<file path="src/rtl/lab2_proc_fetch_drop_filter_pkg.sv">
// Shared definitions for the fetch-stage drop filter.
// Holds the inflight-counter width macro, the imem message width constants
// and the response-path mode type.
`ifndef LAB2_PROC_FETCH_CNT_NBITS
`define LAB2_PROC_FETCH_CNT_NBITS(n) $clog2((n)+1)
`endif

package lab2_proc_fetch_drop_filter_pkg;

    // Widths of mem_req_4B_t / mem_resp_4B_t as defined by the memory message library
    localparam int MEM_REQ_4B_NBITS  = 77;
    localparam int MEM_RESP_4B_NBITS = 47;

    // Response path either forwards to the F stage or swallows stale responses
    typedef enum logic {
        RESP_PASS    = 1'b0,
        RESP_DISCARD = 1'b1
    } resp_mode_e;

endpackage

</file>
<file path="src/rtl/lab2_proc_fetch_drop_filter_counter.sv">
// Up/down counter with a synchronous load, asynchronous active-high reset.
// Used for the inflight count and for the drop snapshot counter.
module lab2_proc_UpDownCounter #(
    parameter int p_nbits = 2
) (
    input  logic               clk,
    input  logic               reset,
    input  logic               incr,
    input  logic               decr,
    input  logic               load,
    input  logic [p_nbits-1:0] load_value,
    output logic [p_nbits-1:0] count
);

    logic [p_nbits-1:0] count_reg;
    logic [p_nbits-1:0] count_next;

    // Load takes priority; otherwise simultaneous incr and decr cancel out
    always_comb begin
        count_next = count_reg;
        if (load) begin
            count_next = load_value;
        end else begin
            count_next = count_reg + p_nbits'(incr) - p_nbits'(decr);
        end
    end

    // Count register
    always_ff @(posedge clk or posedge reset) begin
        if (reset) begin
            count_reg <= '0;
        end else begin
            count_reg <= count_next;
        end
    end

    assign count = count_reg;

endmodule

</file>
<file path="src/rtl/lab2_proc_fetch_drop_filter.sv">
// Fetch-stage imem request/response tracker with squash filtering.
// Tracks up to p_max_inflight outstanding fetches, back-pressures the request
// side when full, and discards responses that belong to squashed fetches.
// Optional feature macro: LAB2_PROC_FETCH_DROP_STATS_EN enables the 32-bit
// num_dropped counter; without it num_dropped reads as zero.
module lab2_proc_fetch_drop_filter
    import lab2_proc_fetch_drop_filter_pkg::*;
#(
    parameter int p_req_nbits    = MEM_REQ_4B_NBITS,
    parameter int p_resp_nbits   = MEM_RESP_4B_NBITS,
    parameter int p_max_inflight = 2,
    parameter int p_cnt_nbits    = `LAB2_PROC_FETCH_CNT_NBITS(p_max_inflight)
) (
    input  logic                    clk,
    input  logic                    reset,
    input  logic                    drop,
    input  logic [p_req_nbits-1:0]  req_in_msg,
    input  logic                    req_in_val,
    output logic                    req_in_rdy,
    output logic [p_req_nbits-1:0]  req_out_msg,
    output logic                    req_out_val,
    input  logic                    req_out_rdy,
    input  logic [p_resp_nbits-1:0] istream_msg,
    input  logic                    istream_val,
    output logic                    istream_rdy,
    output logic [p_resp_nbits-1:0] ostream_msg,
    output logic                    ostream_val,
    input  logic                    ostream_rdy,
    output logic [p_cnt_nbits-1:0]  num_inflight,
    output logic [31:0]             num_dropped
);

    localparam logic [p_cnt_nbits-1:0] MAX_CNT = p_cnt_nbits'(p_max_inflight);

    logic [p_cnt_nbits-1:0] inflight;
    logic [p_cnt_nbits-1:0] drop_cnt;
    logic                   full;
    logic                   req_fire;
    logic                   resp_fire;
    logic                   drop_cnt_decr;
    resp_mode_e             resp_mode;

    // Full is derived from registered state only, so the request path never
    // depends on the response handshake.
    assign full = (inflight == MAX_CNT);

    // Request path: zero-latency pass-through gated by the inflight limit
    always_comb begin
        req_out_msg = req_in_msg;
        req_out_val = req_in_val && !full;
        req_in_rdy  = req_out_rdy && !full;
    end

    assign req_fire = req_out_val && req_out_rdy;

    // Any pending squashed response, or a squash this very cycle, puts the
    // response path into discard mode.
    assign resp_mode = (drop || (drop_cnt != '0)) ? RESP_DISCARD : RESP_PASS;

    // Response path: forward to F stage, or accept-and-swallow when discarding
    always_comb begin
        ostream_msg = istream_msg;
        ostream_val = istream_val;
        istream_rdy = ostream_rdy;
        if (resp_mode == RESP_DISCARD) begin
            ostream_val = 1'b0;
            istream_rdy = 1'b1;
        end
    end

    assign resp_fire = istream_val && istream_rdy;

    lab2_proc_UpDownCounter #(
        .p_nbits (p_cnt_nbits)
    ) u_inflight_cnt (
        .clk        (clk),
        .reset      (reset),
        .incr       (req_fire),
        .decr       (resp_fire),
        .load       (1'b0),
        .load_value ('0),
        .count      (inflight)
    );

    // On a squash, every fetch still outstanding after this cycle's response
    // (if any) is stale. A request issued in the squash cycle is the redirect
    // target, so it is not counted. Re-squashing re-snapshots, never adds.
    assign drop_cnt_decr = (drop_cnt != '0) && istream_val;

    lab2_proc_UpDownCounter #(
        .p_nbits (p_cnt_nbits)
    ) u_drop_cnt (
        .clk        (clk),
        .reset      (reset),
        .incr       (1'b0),
        .decr       (drop_cnt_decr),
        .load       (drop),
        .load_value (inflight - p_cnt_nbits'(resp_fire)),
        .count      (drop_cnt)
    );

    assign num_inflight = inflight;

`ifdef LAB2_PROC_FETCH_DROP_STATS_EN
    logic        discard_fire;
    logic [31:0] num_dropped_reg;

    assign discard_fire = resp_fire && (resp_mode == RESP_DISCARD);

    // Count swallowed responses; wraps naturally at 2^32
    always_ff @(posedge clk or posedge reset) begin
        if (reset) begin
            num_dropped_reg <= '0;
        end else if (discard_fire) begin
            num_dropped_reg <= num_dropped_reg + 32'd1;
        end
    end

    assign num_dropped = num_dropped_reg;
`else
    assign num_dropped = 32'd0;
`endif

`ifndef SYNTHESIS
    // Protocol sanity: no orphan responses, never issue past the limit
    always @(posedge clk) begin
        if (!reset) begin
            assert (!(istream_val && (inflight == '0)))
                else $error("response arrived with no fetch outstanding");
            assert (!(req_fire && full))
                else $error("request fired while inflight limit reached");
        end
    end
`endif

endmodule
</file>
<file path="config.mk">
export PLATFORM = sky130hd
export DESIGN_NAME = lab2_proc_fetch_drop_filter
export DESIGN_NICKNAME = d
export VERILOG_FILES = /design/src/rtl/lab2_proc_fetch_drop_filter_pkg.sv /design/src/rtl/lab2_proc_fetch_drop_filter_counter.sv /design/src/rtl/lab2_proc_fetch_drop_filter.sv
export SDC_FILE = /design/constraint.sdc
export NUM_CORES = 1
export LEC_CHECK = 0
export CORE_AREA = 4 4 111 113
export DETAILED_ROUTE_END_ITERATION = 12
export DIE_AREA = 0 0 115 117
export PLACE_DENSITY = 0.63
export SYNTH_ARGS = -nofsm -noshare
export SYNTH_HDL_FRONTEND = slang
export SYNTH_SLANG_ARGS = --single-unit
export TNS_END_PERCENT = 30
</file>
<file path="constraint.sdc">
create_clock -name clk -period 3.7 [get_ports clk]
set_clock_uncertainty 0.15 [all_clocks]
set_input_delay 0.37 -clock clk [delete_from_list [all_inputs] [get_ports clk]]
set_output_delay 0.37 -clock clk [all_outputs]
set_load 0.01 [all_outputs]
</file>
---- After elaboration in Yosys (flattened, before gate mapping) ----
Cells that the tools add are included.
operators by class
  equal/unequal tests ..................... 1
  add/subtract/negate cells ............... 4
  multiplexer cells ....................... 4
  reduce and logical (&&, ||, !) cells .... 8
operator list
  kind                  count
  $sub A2 B1 Y2         3
  $logic_and A1 B1 Y1   5
  $mux W1               3
  $add A2 B1 Y2         1
  $eq A2 B2 Y1 const B  1
  $mux W2               1
  $reduce_bool A2 Y1    1
  $logic_not A1 Y1      1
  $logic_or A1 B1 Y1    1
storage, ports and cells
  output and inout port bits .............. 162
  word-level logic and storage cells ...... 19
  register bits ........................... 4
  input bits .............................. 131

---- Depth between registers and ports, before layout ----
  word-level depth ........................ 7
  mapped depth ............................ 6
  gate-level depth less buffers ........... 6

---- Modules after synthesis ----
A second synthesis with hierarchy kept.
unflattened totals
  cells, all modules ...................... 191
  area, all modules ....................... 1522.7 sq um
modules (own cells, without submodules)
  module                       sequential area each (sq um)  area an instance (sq um)  times used  cells an instance
  lab2_proc_fetch_drop_filter  0.0                           1265.0                    1           169
  lab2_proc_UpDownCounter      50.0                          128.9                     2           11

---- Least setup slack after synthesis ----
Ideal clock, no wire load.
  path kind ............................... input to register
  start point ............................. in ostream_rdy
  end point ............................... reg u_inflight_cnt.count_reg[1] (netlist: u_inflight_cnt.count[1])
  path slack .............................. 1.878 ns
  required time ........................... 3.427 ns
  data arrival time ....................... 1.549 ns
  stages on the path ...................... 6
  path through ............................ or4_4 > nand2_1 > xnor2_1 > ha_1 > xor2_1 > xnor2_1
between the ends
  word-level cells in the longest chain between the ends .. 3
RTL lines
  what                              line                                       RTL
  from (decl)                       lab2_proc_fetch_drop_filter.sv:28          input logic ostream_rdy,
  $mux W1                           lab2_proc_fetch_drop_filter.sv:65          if (resp_mode == RESP_DISCARD) begin
  $logic_and A1 B1 Y1               lab2_proc_fetch_drop_filter.sv:71          assign resp_fire = istream_val && istream_rdy;
  $sub A2 B1 Y2                     lab2_proc_fetch_drop_filter_counter.sv:24  count_next = count_reg + p_nbits'(incr) - p_nbits'(decr);
  net u_inflight_cnt.count_next[1]  lab2_proc_fetch_drop_filter_counter.sv:16  logic [p_nbits-1:0] count_next;
  to (signal assigned)              lab2_proc_fetch_drop_filter_counter.sv:33  count_reg <= count_next;
  to (decl)                         lab2_proc_fetch_drop_filter_counter.sv:15  logic [p_nbits-1:0] count_reg;
The timed path passes the listed nets, and every way through them passes these cells.

---- Final worst setup path ----
  start point ............................. in drop
  end point ............................... out istream_rdy
between the ends
  word-level cells in the longest chain between the ends .. 3
RTL lines
  what                line                               RTL
  from (decl)         lab2_proc_fetch_drop_filter.sv:16  input logic drop,
  $logic_or A1 B1 Y1  lab2_proc_fetch_drop_filter.sv:58  assign resp_mode = (drop || (drop_cnt != '0)) ? RESP_DISCARD : RESP_PASS;
  $mux W1             lab2_proc_fetch_drop_filter.sv:58
  $mux W1             lab2_proc_fetch_drop_filter.sv:65
  to (decl)           lab2_proc_fetch_drop_filter.sv:25  output logic istream_rdy,
No other way between the ends.

==> flow_metrics.tcl <==
set metrics [dict create \
    row_count 39 \
    cts_tree "yes" \
    seqPwrFrac 0.227 \
    cp.arrival_ns 1.93 \
    drt_wl_total_mm 2.63 \
    cap_violations 0 \
    drive_gt1_frac 0.0541 \
    track_usage 0.0319 \
    path_max_fanout 5 \
    dpl_cell_area_um2 689 \
    n_antenna_cell 0 \
    grt_overflow 0 \
    cts_max_path_buffers 2 \
    start_util 0.128 \
    cp.required_ns 3.18 \
    h-tree-depth 1 \
    hold_class "in -> async" \
    num-nets-final 209 \
    post_cts_resized 0 \
    areaGrowthSynthToFinish_pct -47.1 \
    switching_share 0.324 \
    grt_pass1_vias 519 \
    slew_viol_final 0 \
    viasPerCell 2.36 \
    synth_cells 184 \
    postCtsHoldBufs 0 \
    p_leak_nw 0.315 \
    timing.fmax_mhz 408 \
    status "completed" \
    cts_setup_buffers 0 \
    path_clk_slew_ns 0.03 \
    setup_viol_count_final 0 \
    synth-warning-count 0 \
    n_fill_cell 1350 \
    design_area_um2 764 \
    ys_types 18 \
    synth_seq_cells 4 \
    fin_crit_ns 2.45 \
    ant_nets 0 \
    clock_latency_ns 0.23 \
    portBuffers 12 \
    dieArea_um2 13500 \
    die_x_um 115 \
    criticalPathCategory "in -> out" \
    utilization 0.0675 \
    cts_buffers 3 \
    grt_max_degree 6 \
    switchingPower_mw 0.143 \
    cts_sinks 4 \
    drc 0 \
    antenna_found_initial 0 \
    synthesis.area_um2 1450 \
    grt_setup_unrepaired "no" \
    grt_first_pass_wirelength_mm 2.99 \
    hold_violations 0 \
    dr.first_iter.drc_count 7 \
    p_comb_frac 0.383 \
    fin_crit_sh 0.662 \
    via_count 513 \
    ys_seq_area_frac 0.0693 \
    tns_ns 0 \
    clkPwrFrac 0.390 \
    ctsRootBufferMaster "clkbuf_16" \
    peakVddDrop_v 0.000289 \
    critPathLaunchType "primary input" \
    hpwl_mm 2.17 \
    power_density_nw_per_um2 576 \
    die_h_um 117 \
    firstDrtPassIters 2 \
    io_pins 293 \
    core_um2 11300 \
    gp_congestion 0.644 \
    avgSynthCellArea_um2 7.85 \
    crit_path_end_kind "output pin" \
    p_int_mw 0.298 \
    wl_per_cell_um 12.1 \
]
==> metal layers <==
layer	global-route usage	part of all wire	wire length [um]
met1	0.0102	0.12	316
met2	0.0374	0.35	907
met3	0.0216	0.24	636
met4	0.0978	0.29	765
met5	0	0	0
==> final timing paths <==
path                       cells past startpoint                 endpoint               startpoint  slack, ns
max in group asynchronous                      2  u_inflight_cnt.count[0]                    reset       3.02
min                                            2      u_drop_cnt.count[0]                    reset       0.23
min in group clk                               2      u_drop_cnt.count[1]  u_inflight_cnt.count[1]       0.51
max reg2reg                                    6  u_inflight_cnt.count[1]      u_drop_cnt.count[0]       1.84
min reg2reg                                    2      u_drop_cnt.count[1]  u_inflight_cnt.count[1]       0.51
max                                            3              istream_rdy                     drop       1.25
==> Yosys cell counts (all sizes together) <==
library cell / n / area share
nand2b: 1 / 0.0043
or4: 1 / 0.0078
and3: 1 / 0.0043
nor4b: 1 / 0.0061
nand2: 2 / 0.0052
nor2b: 1 / 0.0043
conb: 1 / 0.0026
nor2: 1 / 0.0026
mux2i: 1 / 0.0069
dfrtp: 4 / 0.069
xnor2: 4 / 0.024
o21a: 1 / 0.0052
buf: 156 / 0.81
a21oi: 1 / 0.0035
and2: 2 / 0.0087
inv: 2 / 0.0052
xor2: 2 / 0.012
ha: 2 / 0.017
==> cell usage in the layout (no fill, tap or decap) <==
master,count
o21a_1,1
nor4b_1,1
and2_1,2
mux2i_1,1
a21oi_1,1
clkbuf_16,3
and3_1,1
nor2_1,1
or4_4,1
nor2b_1,1
xnor2_1,4
nand2b_1,1
ha_1,2
xor2_1,2
inv_1,2
clkdlybuf4s50_1,12
dfrtp_1,4
conb_1,32
nand2_1,2
==> final cells by class <==
type,count,area [um^2],share of cell area
Clock buffer,3,75.1,0.0982
Inverter,2,7.51,0.00982
Timing Repair Buffer,12,120,0.157
Sequential cell,4,100,0.131
Tap cell,143,179,0.234
Multi-Input combinational cell,53,283,0.370
==> power by group through the flow <==
stage | Sequential (mW) | Clock, mW | Combinational, mW
6_report | 0.100 | 0.172 | 0.169
3_3_place_gp | 0.0981 | 0 | 0.167
5_1_grt | 0.105 | 0.175 | 0.195
3_5_place_dp | 0.100 | 0 | 0.171
4_1_cts | 0.101 | 0.174 | 0.173
2_1_floorplan | 0.0976 | 0 | 0.264
==> cells by family (layout without fill, tap and decap cells) <==
kind of cell / after synthesis / after routing / share of synthesized area
xor gates and xnor gates: 6 / 6 / 0.0364
muxes: 1 / 1 / 0.00693
other: 1 / 32 / 0.00259
and+or+nand+nor: 10 / 10 / 0.0433
AOI/OAI and AO/OA: 2 / 2 / 0.00866
DFF: 4 / 4 / 0.0693
adders and majority gates: 2 / 2 / 0.0173
buffers and inverters: 158 / 17 / 0.816
==> through the flow <==
stage / total power, mW / hold WS, ns / std cells / setup WS, ns
2_1_floorplan: 0.361 / -0.0139 / 215 / 1.88
3_3_place_gp: 0.265 / 0.489 / 214 / 1.28
3_5_place_dp: 0.271 / 0.498 / 214 / 1.25
4_1_cts: 0.447 / 0.276 / 217 / 1.24
5_1_grt: 0.474 / 0.298 / 217 / 1.20
6_report: 0.440 / 0.234 / 217 / 1.25
==> worst max-delay path, stage by stage <==
cell and delay (ns):
clkdlybuf4s50_1 0.50, or4_4 0.56, clkdlybuf4s50_1 0.50
Note: power is estimated with default switching activity, not from simulation.
==> RTL change 1 (same settings) <==
The option `LAB2_PROC_FETCH_DROP_STATS_EN` is turned on by a define.
--- a/src/rtl/lab2_proc_fetch_drop_filter.sv
+++ b/src/rtl/lab2_proc_fetch_drop_filter.sv
@@ -3,6 +3,8 @@
 // side when full, and discards responses that belong to squashed fetches.
 // Optional feature macro: LAB2_PROC_FETCH_DROP_STATS_EN enables the 32-bit
 // num_dropped counter; without it num_dropped reads as zero.
+`define LAB2_PROC_FETCH_DROP_STATS_EN
+
 module lab2_proc_fetch_drop_filter
     import lab2_proc_fetch_drop_filter_pkg::*;
 #(
Function: changed (Yosys sat finds a counterexample within 4 cycles, from zero or initial values and one cycle with reset high).
==> RTL change 1 against the original RTL <==
  * Cell count up 65%
  * Critical path depth grew 1
  * Sequential cell count up 32
  * Synthesized cell count rose by 56%
  * Register-to-register slack lost 0.16 ns
  * Area after synthesis grew 90%
  * Worst setup slack worse by 0.072 ns
  * Sequential share of layout area is 22 points higher
  * Maximum frequency fell by 2.9%
  * Routed wire length up 110%
  * Via count grew to 2.9 times the old value
  * Total power rose to 3.1 times the old value
  * Cell area grew to 3.4 times the old value
  * Critical path type unchanged
==> RTL change 1: results <==
yosys:
  synthTopCellsByCount: "buf_4 (124), dfrtp_1 (36), xor2_1 (24), nand2_1 (15), nand3_1 (11)"
  synthMuxAreaShare: 0.00365
  synthXorXnorAreaFrac: 0.109
  synth-compound-area-share: 0.00868
  yosysUniqueCellTypes: 30
  synthAdderAreaFrac: 0.0183
  synth_area_leaders: "buf_4 (34%), dfrtp_1 (33%), xor2_1 (7.7%)"
  yosysSeqAreaShare: 0.329
setup_path:
  max_stage_delay_ns: 0.53
  cpMaxStageDelayCell: "clkdlybuf4s50_1"
  worst-path-max-fanout: 6
  arrival_ns: 2.00
  reg2reg_depth: 7
  rrSetupSlack_ns: 1.68
  crit_end: "ostream_val"
placement:
  post-dp-hpwl_microns: 4390
  gp_congestion: 0.769
  io_buffer_count: 44
  place_area_sq_um: 2420
pwr:
  clkPwrFrac: 0.376
  leakage_nw: 1.15
  p_int_uw: 983
  vdd_drop_max_uv: 196
cells_and_area:
  final_nets: 348
  nFillCells: 1227
  drive_gt1_frac: 0.103
routing:
  drc: 0
  avgViaCountPerCell: 4.23
  firstDrtPassIters: 3
  wirelength_microns: 5620
clock_network:
  h-tree-depth: 2
  cts_buffers: 5
  clk_pin_slew_ns: 0.06
hold_path:
  hp-class: "reg2reg"
global_routing:
  grt_usage: 0.0814
  grt_max_degree: 37
  grt_pass1_wl_microns: 8450
  grt_pass1_vias: 1505
run_status:
  status: "finished clean"
RTL change 1: cell count changes after synthesis, sizes merged, moves of 8 or more:
cell / before / now
dfrtp: 4 / 36
buf: 156 / 126
xor2: 2 / 24
nand2: 2 / 16
nand3: 0 / 13
nor4: 0 / 8
RTL change 1: kinds of logic (layout without fill, tap and decap cells):
family | after synthesis | count (layout)
AO/OA/AOI/OAI | 3 | 3
XOR/XNOR | 34 | 34
adder cells (fa/ha/maj) | 4 | 4
buffers and inverters | 132 | 59
flip-flops | 36 | 36
multiplexers | 1 | 1
AND/OR/NAND/NOR | 77 | 77
RTL change 1: routing by layer:
layer,wire length [microns],track usage,vias to the layer above,part of all wire
li1,-,-,671,-
met1,2030,0.0823,693,0.36
met2,2400,0.118,86,0.43
met3,777,0.0514,59,0.14
met4,399,0.0673,0,0.071
met5,0,0,-,0
RTL change 1: metrics by stage:
stage | utilization | power, mW | hold slack (ns) | std cells | worst slack (ns)
CTS | 0.230 | 1.38 | 0.328 | 357 | 1.16
detailed placement | 0.214 | 0.859 | 0.321 | 349 | 1.15
floorplan | - | 0.830 | 0.305 | 287 | 1.78
global placement | 0.214 | 0.846 | 0.316 | 349 | 1.20
global route | 0.230 | 1.43 | 0.361 | 357 | 1.10
finish | 0.230 | 1.36 | 0.324 | 357 | 1.18
RTL change 1: final cells by class:
cell class / instances / area, sq um / area share
sequential: 36 / 901 / 0.346
inverter: 6 / 22.5 / 0.00866
clock buffer: 7 / 153 / 0.0587
timing repair buffer: 45 / 448 / 0.172
tap: 143 / 179 / 0.0688
multi-input combinational: 119 / 868 / 0.334
clock inverter: 1 / 30.0 / 0.0115
==> RTL change 2 (same settings) <==
Without the edit above. Set the parameter `p_max_inflight` to 4 (it was 2).
--- a/src/rtl/lab2_proc_fetch_drop_filter.sv
+++ b/src/rtl/lab2_proc_fetch_drop_filter.sv
@@ -8,7 +8,7 @@
 #(
     parameter int p_req_nbits    = MEM_REQ_4B_NBITS,
     parameter int p_resp_nbits   = MEM_RESP_4B_NBITS,
-    parameter int p_max_inflight = 2,
+    parameter int p_max_inflight = 4,
     parameter int p_cnt_nbits    = `LAB2_PROC_FETCH_CNT_NBITS(p_max_inflight)
 ) (
     input  logic                    clk,
Interface: changed (resized num_inflight); port bits go from 293 to 294. The function was not compared with the original's and may differ.
==> RTL change 2 against the original RTL <==
  * Area after synthesis increased by 9.6%
  * Routed wire length increased by 2.8%
  * Cell area increased by 19%
  * Sequential cell count increased by 2
  * Total power increased by 26%
  * Worst setup slack got worse by 0.37 ns
==> RTL change 2: results <==
routing:
  route.layer.met1.wl_microns: 515
  wl_per_cell_microns: 11.9
  met3_length_microns: 825
  drt_iter0_markers: 6
  dr_wl_met2_microns: 837
  top_layer: "met4"
  vias: 571
  wirelength_microns: 2700
setup_path:
  max_stage_delay_ns: 0.50
  crit_family: "adder cells"
  arrival_ns: 2.78
  cpMaxStageDelayCell: "clkdlybuf4s50_1"
  worst-path-max-fanout: 4
cells_and_area:
  diodes: 0
  drive_gt1_frac: 0.0595
  final_nets: 224
yosys:
  synth-compound-area-share: 0.0118
  synthAdderAreaFrac: 0.0600
  yosysUniqueCellTypes: 15
  synthTopCellsByCount: "buf_4 (156), inv_1 (7), dfrtp_1 (6), ha_1 (6), xnor2_1 (4)"
  avgSynthCellArea_sq_um: 8.21
  yosysSeqAreaShare: 0.0948
  ys_async_sr_fraction: 1.00
  synth_area_leaders: "buf_4 (74%), dfrtp_1 (9.5%), ha_1 (4.7%)"
  synthMuxAreaShare: 0.0190
  synthXorXnorAreaFrac: 0.0221
sta:
  fmax_mhz: 355
pwr:
  combPwrFrac: 0.431
  switching_share: 0.337
  leakage_nw: 0.399
  power_switching_uw: 187
  vdd_drop_max_uv: 285
run_status:
  status: "finished clean"
clock_network:
  clk_path_buf_depth: 2
  cts_root_buf: "clkbuf_16"
global_routing:
  grt_max_degree: 7
  grt_pass1_wl_microns: 3510
  grt_pass1_vias: 606
  grt_usage: 0.0371
placement:
  io_buffer_count: 13
  gp_congestion: 0.717
  post-dp-hpwl_microns: 2320
## RTL change 2: cell count changes in the layout (fill, tap and decap cells not counted), moves of 2 or more
| cell | unedited run | this run |
|---|---|---|
| nor3b_1 | 0 | 2 |
| ha_1 | 2 | 6 |
| dfrtp_1 | 4 | 6 |
| mux2i_1 | 1 | 3 |
| xor2_1 | 2 | 0 |
| and2_1 | 2 | 0 |
| inv_1 | 2 | 7 |
| nand2_1 | 2 | 0 |
## RTL change 2: final timing paths
check	startpoint	to	slack, ns	cells past startpoint
setup / recovery	drop	u_inflight_cnt.count[2]$_DFF_PP0_	0.88	9
hold / removal	reset	u_inflight_cnt.count[1]$_DFF_PP0_	0.21	2
setup reg to reg	u_drop_cnt.count[0]$_DFF_PP0_	u_inflight_cnt.count[2]$_DFF_PP0_	1.18	8
hold reg to reg	u_drop_cnt.count[2]$_DFF_PP0_	u_drop_cnt.count[2]$_DFF_PP0_	0.47	2
max in group asynchronous	reset	u_drop_cnt.count[1]$_DFF_PP0_	3.00	2
min in group clk	u_drop_cnt.count[2]$_DFF_PP0_	u_drop_cnt.count[2]$_DFF_PP0_	0.47	2
## RTL change 2: metal layers
metal	up-vias	global-route usage
met4	0	0.0829
met5	-	0
met2	127	0.0336
met3	53	0.0432
li1	185	-
met1	206	0.0211
## RTL change 2: cell type report
class	count	area (sq um)
timing repair buffer	13	130
multi-input combinational	55	353
clock buffer	3	75.1
inverter	7	26.3
sequential	6	150
fill	1319	10400
tap	143	179
## RTL change 2: stage by stage
step	setup slack, ns	utilization	hold WS, ns	instance area (sq um)
2_1_floorplan	1.24	-	0.0110	1700
3_3_place_gp	0.659	0.0740	0.452	838
3_5_place_dp	0.637	0.0740	0.460	838
4_1_cts	0.877	0.0807	0.215	913
5_1_grt	0.742	0.0807	0.229	913
6_report	0.882	0.0807	0.207	913
